### config.mk
export PLATFORM = sky130hd
export DESIGN_NAME = fetch_unit
export DESIGN_NICKNAME = d
export VERILOG_FILES = /design/src/rtl/fetch_pkg.sv /design/src/rtl/fetch_fifo.sv /design/src/rtl/fetch_unit.sv
export SDC_FILE = /design/constraint.sdc
export NUM_CORES = 1
export LEC_CHECK = 0
export ABC_CLOCK_PERIOD_IN_PS = 3400
export BUFFER_PORTS_ARGS = -buffer_cell sky130_fd_sc_hd__buf_2
export CAP_MARGIN = 20
export CELL_PAD_IN_SITES_DETAIL_PLACEMENT = 2
export CELL_PAD_IN_SITES_GLOBAL_PLACEMENT = 2
export CORE_MARGIN = 8
export CORE_UTILIZATION = 39
export CTS_BUF_LIST = sky130_fd_sc_hd__clkbuf_2 sky130_fd_sc_hd__clkbuf_4 sky130_fd_sc_hd__clkbuf_8
export DETAILED_ROUTE_END_ITERATION = 7
export PLACE_DENSITY = 0.86
export SLEW_MARGIN = 20
export SYNTH_ARGS = -nofsm -noshare
export SYNTH_HDL_FRONTEND = slang
export SYNTH_SLANG_ARGS = --single-unit
### constraint.sdc
create_clock -name clk -period 3.4 [get_ports clk]
set_input_delay 0.17 -clock clk [delete_from_list [all_inputs] [get_ports clk]]
set_output_delay 0.17 -clock clk [all_outputs]
set_load 0.005 [all_outputs]
### src/rtl/fetch_pkg.sv
// -----------------------------------------------------------------------------
// fetch_pkg
// Shared constants and types for the instruction fetch unit.
//   XLEN     : default address / instruction width
//   RESET_PC : default fetch address after reset
//   NOP      : canonical no-operation instruction word
//   entry_t  : one instruction-buffer entry, {pc, instr}
// -----------------------------------------------------------------------------
package fetch_pkg;

  localparam int              XLEN     = 32;
  localparam logic [XLEN-1:0] RESET_PC = 32'h0000_0000;
  localparam logic [31:0]     NOP      = 32'h0000_0013;

  typedef struct packed {
    logic [XLEN-1:0] pc;
    logic [XLEN-1:0] instr;
  } entry_t;

endpackage

### src/rtl/fetch_fifo.sv
// -----------------------------------------------------------------------------
// fetch_fifo
// Registered instruction buffer, DEPTH entries of WIDTH bits (DEPTH is a power
// of two). The head entry is presented on rdata; rdata reads as zero while the
// buffer is empty so the outputs are well defined out of reset.
// Ports:
//   clk, reset    : clock, asynchronous active-low reset
//   push, wdata   : write one entry (ignored when full)
//   pop           : discard the head entry (caller guarantees not empty)
//   flush         : empty the buffer; wins over push and pop
//   rdata         : head entry
//   full, empty   : occupancy flags
//   count         : number of entries held
// -----------------------------------------------------------------------------
module fetch_fifo #(
  parameter int WIDTH = 64,
  parameter int DEPTH = 4
) (
  input  logic                     clk,
  input  logic                     reset,
  input  logic                     push,
  input  logic                     pop,
  input  logic                     flush,
  input  logic [WIDTH-1:0]         wdata,
  output logic [WIDTH-1:0]         rdata,
  output logic                     full,
  output logic                     empty,
  output logic [$clog2(DEPTH):0]   count
);

  localparam int             AW       = $clog2(DEPTH);
  localparam logic [AW:0]    FULL_CNT = (AW+1)'(DEPTH);

  logic [WIDTH-1:0] mem [DEPTH];
  logic [AW-1:0]    wr_ptr;
  logic [AW-1:0]    rd_ptr;
  logic             do_push;

  assign full    = (count == FULL_CNT);
  assign empty   = (count == '0);
  assign do_push = push && !full;
  assign rdata   = empty ? '0 : mem[rd_ptr];

  // NOTE: sequential state is always assigned with <= so every flop samples
  // the pre-edge value of its neighbours; = here would create ordering races.
  always_ff @(posedge clk or negedge reset) begin
    if (!reset) begin
      wr_ptr <= '0;
      rd_ptr <= '0;
      count  <= '0;
    end else if (flush) begin
      wr_ptr <= '0;
      rd_ptr <= '0;
      count  <= '0;
    end else begin
      if (do_push) wr_ptr <= wr_ptr + 1'b1;
      if (pop)     rd_ptr <= rd_ptr + 1'b1;
      unique case ({do_push, pop})
        2'b10:   count <= count + 1'b1;
        2'b01:   count <= count - 1'b1;
        default: count <= count;
      endcase
    end
  end

  // NOTE: the storage array has no reset; its contents are only observable
  // through rdata, which is masked to zero while the buffer is empty.
  always_ff @(posedge clk) begin
    if (do_push && !flush) mem[wr_ptr] <= wdata;
  end

endmodule

### src/rtl/fetch_unit.sv
// -----------------------------------------------------------------------------
// fetch_unit
// Sequential instruction fetcher with a credit-limited request stream, an
// in-order response path into a registered instruction buffer, and redirect
// (jump) handling that discards responses still in flight.
// Ports:
//   clk, reset      : clock, asynchronous active-low reset
//   jump, pc_imm    : redirect strobe and target (low two bits ignored)
//   mem_req_*       : request channel (valid/ready, word-aligned address)
//   mem_resp_*      : in-order read data, no back-pressure
//   instr_valid/ready, instr, pc_current : buffered instruction to decode
// -----------------------------------------------------------------------------
module fetch_unit #(
  parameter int                   XLEN     = fetch_pkg::XLEN,
  parameter logic [XLEN-1:0]      RESET_PC = XLEN'(fetch_pkg::RESET_PC),
  parameter int                   DEPTH    = 4
) (
  input  logic            clk,
  input  logic            reset,
  input  logic            jump,
  input  logic [XLEN-1:0] pc_imm,
  output logic            mem_req_valid,
  input  logic            mem_req_ready,
  output logic [XLEN-1:0] mem_req_addr,
  input  logic            mem_resp_valid,
  input  logic [XLEN-1:0] mem_resp_data,
  output logic            instr_valid,
  input  logic            instr_ready,
  output logic [XLEN-1:0] instr,
  output logic [XLEN-1:0] pc_current
);

  localparam int          CW        = $clog2(DEPTH) + 1;
  localparam logic [CW:0] CREDIT_MAX = (CW+1)'(DEPTH);

  logic [XLEN-1:0]   fetch_pc;
  logic [XLEN-1:0]   resp_pc;
  logic [XLEN-1:0]   target;
  logic [CW-1:0]     outstanding;
  logic [CW-1:0]     outstanding_next;
  logic [CW-1:0]     drop_cnt;
  logic [CW-1:0]     fifo_count;
  logic [CW:0]       in_use;
  logic              req_fire;
  logic              resp_keep;
  logic              pop;
  logic              fifo_full;
  logic              fifo_empty;
  logic [2*XLEN-1:0] head;

  assign target       = {pc_imm[XLEN-1:2], 2'b00};
  assign mem_req_addr = fetch_pc;

  // Every issued request owns a buffer slot until it is consumed or dropped,
  // so the buffer can never overflow. Gated by reset so the request channel
  // is idle while the block is held in reset.
  assign in_use        = {1'b0, outstanding} + {1'b0, fifo_count};
  assign mem_req_valid = reset && !jump && (in_use < CREDIT_MAX);
  assign req_fire      = mem_req_valid && mem_req_ready;

  // A jump suppresses both buffer writes and buffer reads in its cycle.
  assign resp_keep   = mem_resp_valid && (drop_cnt == '0) && !jump;
  assign instr_valid = !fifo_empty;
  assign pop         = instr_valid && instr_ready && !jump;

  // Requests and responses are counted even in a jump cycle, so the drop
  // count loaded on a jump already excludes a response arriving with it.
  // NOTE: outstanding_next gets a default before any conditional update so
  // this always_comb can never infer a latch.
  always_comb begin
    outstanding_next = outstanding;
    if (req_fire)       outstanding_next = outstanding_next + 1'b1;
    if (mem_resp_valid) outstanding_next = outstanding_next - 1'b1;
  end

  always_ff @(posedge clk or negedge reset) begin
    if (!reset) begin
      fetch_pc    <= RESET_PC;
      resp_pc     <= RESET_PC;
      outstanding <= '0;
      drop_cnt    <= '0;
    end else begin
      outstanding <= outstanding_next;
      if (jump) begin
        fetch_pc <= target;
        resp_pc  <= target;
        drop_cnt <= outstanding_next;
      end else begin
        if (req_fire)  fetch_pc <= fetch_pc + XLEN'(4);
        if (resp_keep) resp_pc  <= resp_pc + XLEN'(4);
        if (mem_resp_valid && (drop_cnt != '0)) drop_cnt <= drop_cnt - 1'b1;
      end
    end
  end

  fetch_fifo #(
    .WIDTH (2*XLEN),
    .DEPTH (DEPTH)
  ) u_fifo (
    .clk   (clk),
    .reset (reset),
    // The credit rule already prevents writes to a full buffer; the extra
    // term only keeps the pointers coherent if memory misbehaves.
    .push  (resp_keep && !fifo_full),
    .pop   (pop),
    .flush (jump),
    .wdata ({resp_pc, mem_resp_data}),
    .rdata (head),
    .full  (fifo_full),
    .empty (fifo_empty),
    .count (fifo_count)
  );

  assign pc_current = head[2*XLEN-1:XLEN];
  assign instr      = head[XLEN-1:0];

endmodule

== Word level (Yosys, flattened, before mapping) ==
Memories as Yosys holds them, arrays and structs flattened.
Index checks and enable logic that the tools add are counted.
Storage, ports and cells
  logic and storage cells: 62
  flip-flop bits (word level): 77
  bits in writable memories: 256
  output and inout bits: 98
  memories kept: 1
Operators by class
  add/subtract/negate cells: 10
  equality and inequality tests: 3
  $lt $le $gt $ge: 1
  muxes and demuxes: 17
  reduce and logical (&&, ||, !) cells: 23
Memory list
  u_fifo.mem: depth 4, width 64, rd ports 1, clocked after memory_dff 0, write ports 1, line fetch_fifo.sv:34  | logic [WIDTH-1:0] mem [DEPTH];
Operators with widths (count)
  $mux W32: 4
  $add A32 B3 Y32 const B: 2
  $mux W64: 1
  $mux W3: 5
  $logic_and A1 B1 Y1: 11
  $reduce_bool A2 Y1: 5
  $sub A3 B1 Y3 const B: 3
  $mux W2: 4
  $add A3 B1 Y3 const B: 2
  $logic_not A3 Y1: 2
  $pmux W3 S2: 1
  $reduce_bool A3 Y1: 2
  $add A2 B1 Y2 const B: 2
  $add A3 B3 Y4: 1
  $lt A4 B3 Y1 const B: 1
  $eq A3 B3 Y1 const B: 1
  $logic_not A1 Y1: 3
  $eq A2 B1 Y1 const B: 1
  $eq A2 B2 Y1 const B: 1
  $mux W1: 2

== Depth between registers and ports, before layout ==
  depth in word-level cells: 8
  gate-level depth with buffers: 11
  gate-level depth less buffers: 11

== Cells and area by module ==
Synthesis repeated with hierarchy kept, for this count alone.
Unflattened totals
  cell total of the unflattened synthesis: 939
  area total of the unflattened synthesis: 14380.0 um^2
Modules (own cells, without submodules)
  fetch_fifo: times used 1, cells each 462, area each 10177.3 um^2
  fetch_unit: times used 1, cells each 477, area each 4202.8 um^2

== Worst setup path after synthesis ==
OpenSTA, ideal clock, no wires.
  path kind: register to register
  start: register drop_cnt[0]
  end: memory u_fifo.mem[0][0], enable pin
  arrival: 2.645 ns
  path buffers: 0
  path slack: 0.328 ns
  stages on the path, launching flop included: 6
  cell sequence: dfrtp_1 > inv_1 > ha_1 > nand3b_4 > a21oi_2 > and3_1
Between the ends
  word-level cells in the longest chain between the ends: 8
RTL lines
  from (decl): line fetch_unit.sv:41  | logic [CW-1:0] drop_cnt;
  from (signal assigned): line fetch_unit.sv:87  | drop_cnt <= outstanding_next;
  from (signal assigned): line fetch_unit.sv:91  | if (mem_resp_valid && (drop_cnt != '0)) drop_cnt <= drop_cnt - 1'b1;
  $logic_not A3 Y1: line fetch_unit.sv:62  | assign resp_keep = mem_resp_valid && (drop_cnt == '0) && !jump;
  $logic_and A1 B1 Y1 (2 in series): line fetch_unit.sv:62
  $logic_and A1 B1 Y1: line fetch_unit.sv:104  | .push (resp_keep && !fifo_full),
  $logic_and A1 B1 Y1: line fetch_fifo.sv:41  | assign do_push = push && !full;
  $logic_and A1 B1 Y1: line fetch_fifo.sv:69  | if (do_push && !flush) mem[wr_ptr] <= wdata;
  $mux W1: line fetch_fifo.sv:69
  $mux W1 (not written as such): line fetch_fifo.sv:69
  to (decl): line fetch_fifo.sv:34
No other way between the ends.

== Final worst setup path ==
  start: register u_fifo.rd_ptr[0]
  end: output instr[11]
Between the ends
  word-level cells in the longest chain between the ends: 2
RTL lines
  from (decl): line fetch_fifo.sv:36  | logic [AW-1:0] rd_ptr;
  from (signal assigned): line fetch_fifo.sv:57  | if (pop) rd_ptr <= rd_ptr + 1'b1;
  $mem_v2 Z4 W64
  $mux W64: line fetch_fifo.sv:42  | assign rdata = empty ? '0 : mem[rd_ptr];
  to (decl): line fetch_unit.sv:29  | output logic [XLEN-1:0] instr,
No other way between the ends.

==> impl_metrics.py <==
metrics = {
    "cells_and_area": {
        "fin_cells": 1615,
        "final_util_pct": 48.56,
        "syn_to_final_growth_pct": 22.65,
        "finalInstanceArea_um2": 16770,
        "drive_gt1_share_pct": 29.91,
        "nNetsFinal": 1199,
        "nFillCells": 3247,
        "antenna_cells": 0,
    },
    "synthesis": {
        "synthArstFlopShare_pct": 22.74,
        "synthXorXnorAreaFrac_pct": 2.754,
        "synthesis.area_um2": 13680,
        "yosys.cell_types.count": 57,
        "synth_fa_ha_area_share_pct": 1.244,
        "synth_top_family_by_area": "simple AND/OR/NAND/NOR gates",
        "yosys_register_bits": 321,
        "yosysTopAreaCellShare_pct": 54.46,
        "muxShareOfSynthArea_pct": 10.74,
        "synthTopCellsByArea": "edfxtp_1 (54%), dfrtp_1 (13%), mux4_2 (10%)",
        "synthSimpleGateAreaFrac_pct": 11.12,
        "ys_seq_area_share_pct": 67.81,
        "syn_area_per_cell_um2": 15.83,
        "synth_edf_count": 248,
        "ys.flop_type": "edfxtp_1",
        "netlist_instances": 864,
        "synth_compound_area_share_pct": 4.446,
        "synth_top_cell_by_area": "edfxtp_1",
        "ys_warn_count": 0,
    },
    "timing": {
        "min_period_ns": 2.871,
        "tns_ns": 0,
        "hold_ws_ns": 0.05250,
        "drv_slew": 0,
        "slew_headroom_pct": 56.30,
        "setup_violations": 0,
        "rsz0062_at_grt": "no",
        "fin_worst_skew_ns": 0.01969,
        "hold_violations": 0,
        "finalCritPeriodShare_pct": 84.45,
        "clock.fmax_ghz": 0.3483,
        "finalWorstSetupSlack_ns": 0.5289,
        "tightest_slew_ns": 0.6555,
    },
    "cts": {
        "post-cts-setup-buffer-count": 0,
        "cts-buffers-inserted": 54,
        "clock_path_buffers": 3,
        "ctsHoldBuffers": 61,
        "clkLatencyLatePin_ns": 0.58,
        "cts_tree": "yes",
        "postCtsResizedCells": 0,
        "cts.htree.levels": 2,
        "cts.sinks": 321,
        "clock-root-buffer": "clkbuf_8",
        "clkTransAtPathRegs_ns": 0.06,
    },
    "drt": {
        "firstDrtPassIters": 4,
        "vias_per_cell": 5.416,
        "ant_nets": 0,
        "wirelength_mm": 40.18,
        "routedWlPerCell_um": 24.88,
        "vias": 8747,
        "drc_errors": 0,
        "drt-initial-drc-count": 381,
    },
    "pwr": {
        "seqPwrFrac_pct": 44.9,
        "switchingPower_mw": 3.189,
        "netSwitchingFraction_pct": 29.62,
        "clkPwrFrac_pct": 32.1,
        "power_density_nw_per_um2": 641.9,
        "ir_drop_mv": 0.2981,
        "total_power_mw": 10.77,
        "leakagePower_nw": 6.159,
        "p_int_mw": 7.579,
        "power_frac_comb_pct": 23.0,
    },
    "grt": {
        "grt_pass1_vias": 10006,
        "antenna_found_initial": 0,
        "grt-ovfl-total": 0,
        "grt_max_degree": 74,
        "grt_pass1_wl_mm": 62.54,
        "grt_usage_pct": 19.45,
    },
    "placed_design": {
        "io_buffers": 161,
        "place_area_um2": 15060,
        "place_congestion": 0.8367,
        "place_ws_ns": 0.8742,
        "place_hpwl_mm": 26.07,
        "post-place-cells": 1453,
    },
    "worst_setup_path": {
        "startpoint_type": "register",
        "worst-setup-path-type": "reg -> out",
        "required_ns": 3.23,
        "cp.arrival_ns": 2.70,
        "critPathMaxFanout": 31,
        "worst_setup_path_end_kind": "primary output",
    },
    "hold_path": {
        "hold_class": "in -> reg",
    },
    "status": {
        "outcome": "finished, final reports clean",
    },
    "die": {
        "start_util_pct": 39.59,
        "die_x_um": 203.3,
        "rows": 68,
        "die_area_um2": 41310,
        "fp.coreArea_um2": 34540,
        "die-height_um": 203.3,
        "io_pins": 168,
    },
    "job": {
        "maxCapViolations": 0,
    },
}
## registers in the layout, indices dropped and copies added (netlist names)
name           cells
u_fifo.wr_ptr      2
drop_cnt           3
resp_pc           30
mem_req_addr      30
outstanding        3
u_fifo.rd_ptr      2
u_fifo.mem       248
u_fifo.count       3
## cell type report
cell class	count	area, um2	share of cell area [%]
sequential	321	9279	55.32
multi-input combinational	489	4165	24.83
timing repair buffer	239	1632	9.727
clock buffer	80	975.9	5.818
tap	455	569.3	3.394
clock inverter	20	111.4	0.6639
inverter	11	41.29	0.2462
## layout by cell type, fill, tap and decap left out, types with 7 or more instances in the layout
| cell type | instances |
|---|---|
| inv_1 | 10 |
| a31oi_1 | 9 |
| xnor2_1 | 10 |
| dlygate4sd3_1 | 61 |
| nand4_1 | 28 |
| o211ai_1 | 10 |
| xor2_1 | 33 |
| o21ai_0 | 34 |
| edfxtp_1 | 248 |
| ha_1 | 12 |
| nand2_1 | 54 |
| a21boi_0 | 10 |
| buf_2 | 161 |
| clkbuf_4 | 20 |
| nor2_1 | 25 |
| buf_12 | 7 |
| nor3_1 | 8 |
| buf_4 | 10 |
| dfrtp_1 | 71 |
| a21oi_1 | 9 |
| nand3_1 | 34 |
| clkbuf_8 | 60 |
| mux4_2 | 62 |
| and3_1 | 11 |
| clkinv_1 | 14 |
| and2_1 | 68 |
## worst paths after layout
kind	startpoint	endpoint	slack, ns	depth (start not counted)
hold / removal	pc_imm[18]	resp_pc[18]	0.05	3
hold reg to reg	drop_cnt[0]	drop_cnt[0]	0.60	2
min in group asynchronous	reset	outstanding[0]	0.21	3
setup reg to reg	u_fifo.count[2]	mem_req_addr[29]	0.82	8
max in group asynchronous	reset	resp_pc[14]	2.58	4
setup / recovery	u_fifo.rd_ptr[0]	instr[11]	0.53	4
## kinds of logic (layout without fill, tap and decap cells)
group / count (synthesis) / count (layout)
XOR/XNOR: 43 / 43
AND/OR/NAND/NOR: 266 / 266
multiplexers: 69 / 69
flip-flops: 321 / 321
buffers and inverters: 57 / 350
AO/OA/AOI/OAI: 94 / 94
other: 1 / 4
adder cells (fa/ha/maj): 13 / 13
## critical path, stage by stage (launching register included)
cell	delay (ns)
dfrtp_4	0.84
buf_12	0.35
mux4_2	0.57
and2_1	0.19
buf_2	0.13
## power by group through the flow
stage                     sequential, mW  combinational, mW  clock (mW)
after floorplan                     4.72               1.51           0
after CTS                           4.84               2.55        3.55
after global placement              4.88               2.34           0
final                               4.83               2.48        3.45
after global routing                4.88               2.73        3.72
after detailed placement            4.91               2.48           0
## metal layers
layer | vias to the layer above | GRT usage (%) | wire [um]
li1 | 3838 | - | -
met1 | 4601 | 25.01 | 16980
met2 | 263 | 33.60 | 20430
met3 | 45 | 4.157 | 2229
met4 | 0 | 4.092 | 543
met5 | - | 0 | 0
## synthesized netlist by cell type, types with 5 or more instances
cell type,instances
edfxtp_1,248
dfrtp_1,73
and2_1,68
mux4_2,62
nand2_1,54
nand3_1,34
o21ai_0,34
xor2_1,33
nand4_1,28
clkbuf_1,25
nor2_1,25
and3_1,15
buf_2,14
ha_1,12
a21boi_0,10
inv_1,10
o211ai_1,10
xnor2_1,10
a21oi_1,9
a31oi_1,9
nor3_1,8
nand2b_1,6
o311ai_0,6
mux2i_1,5
Note: power is estimated with default switching activity, not from simulation.
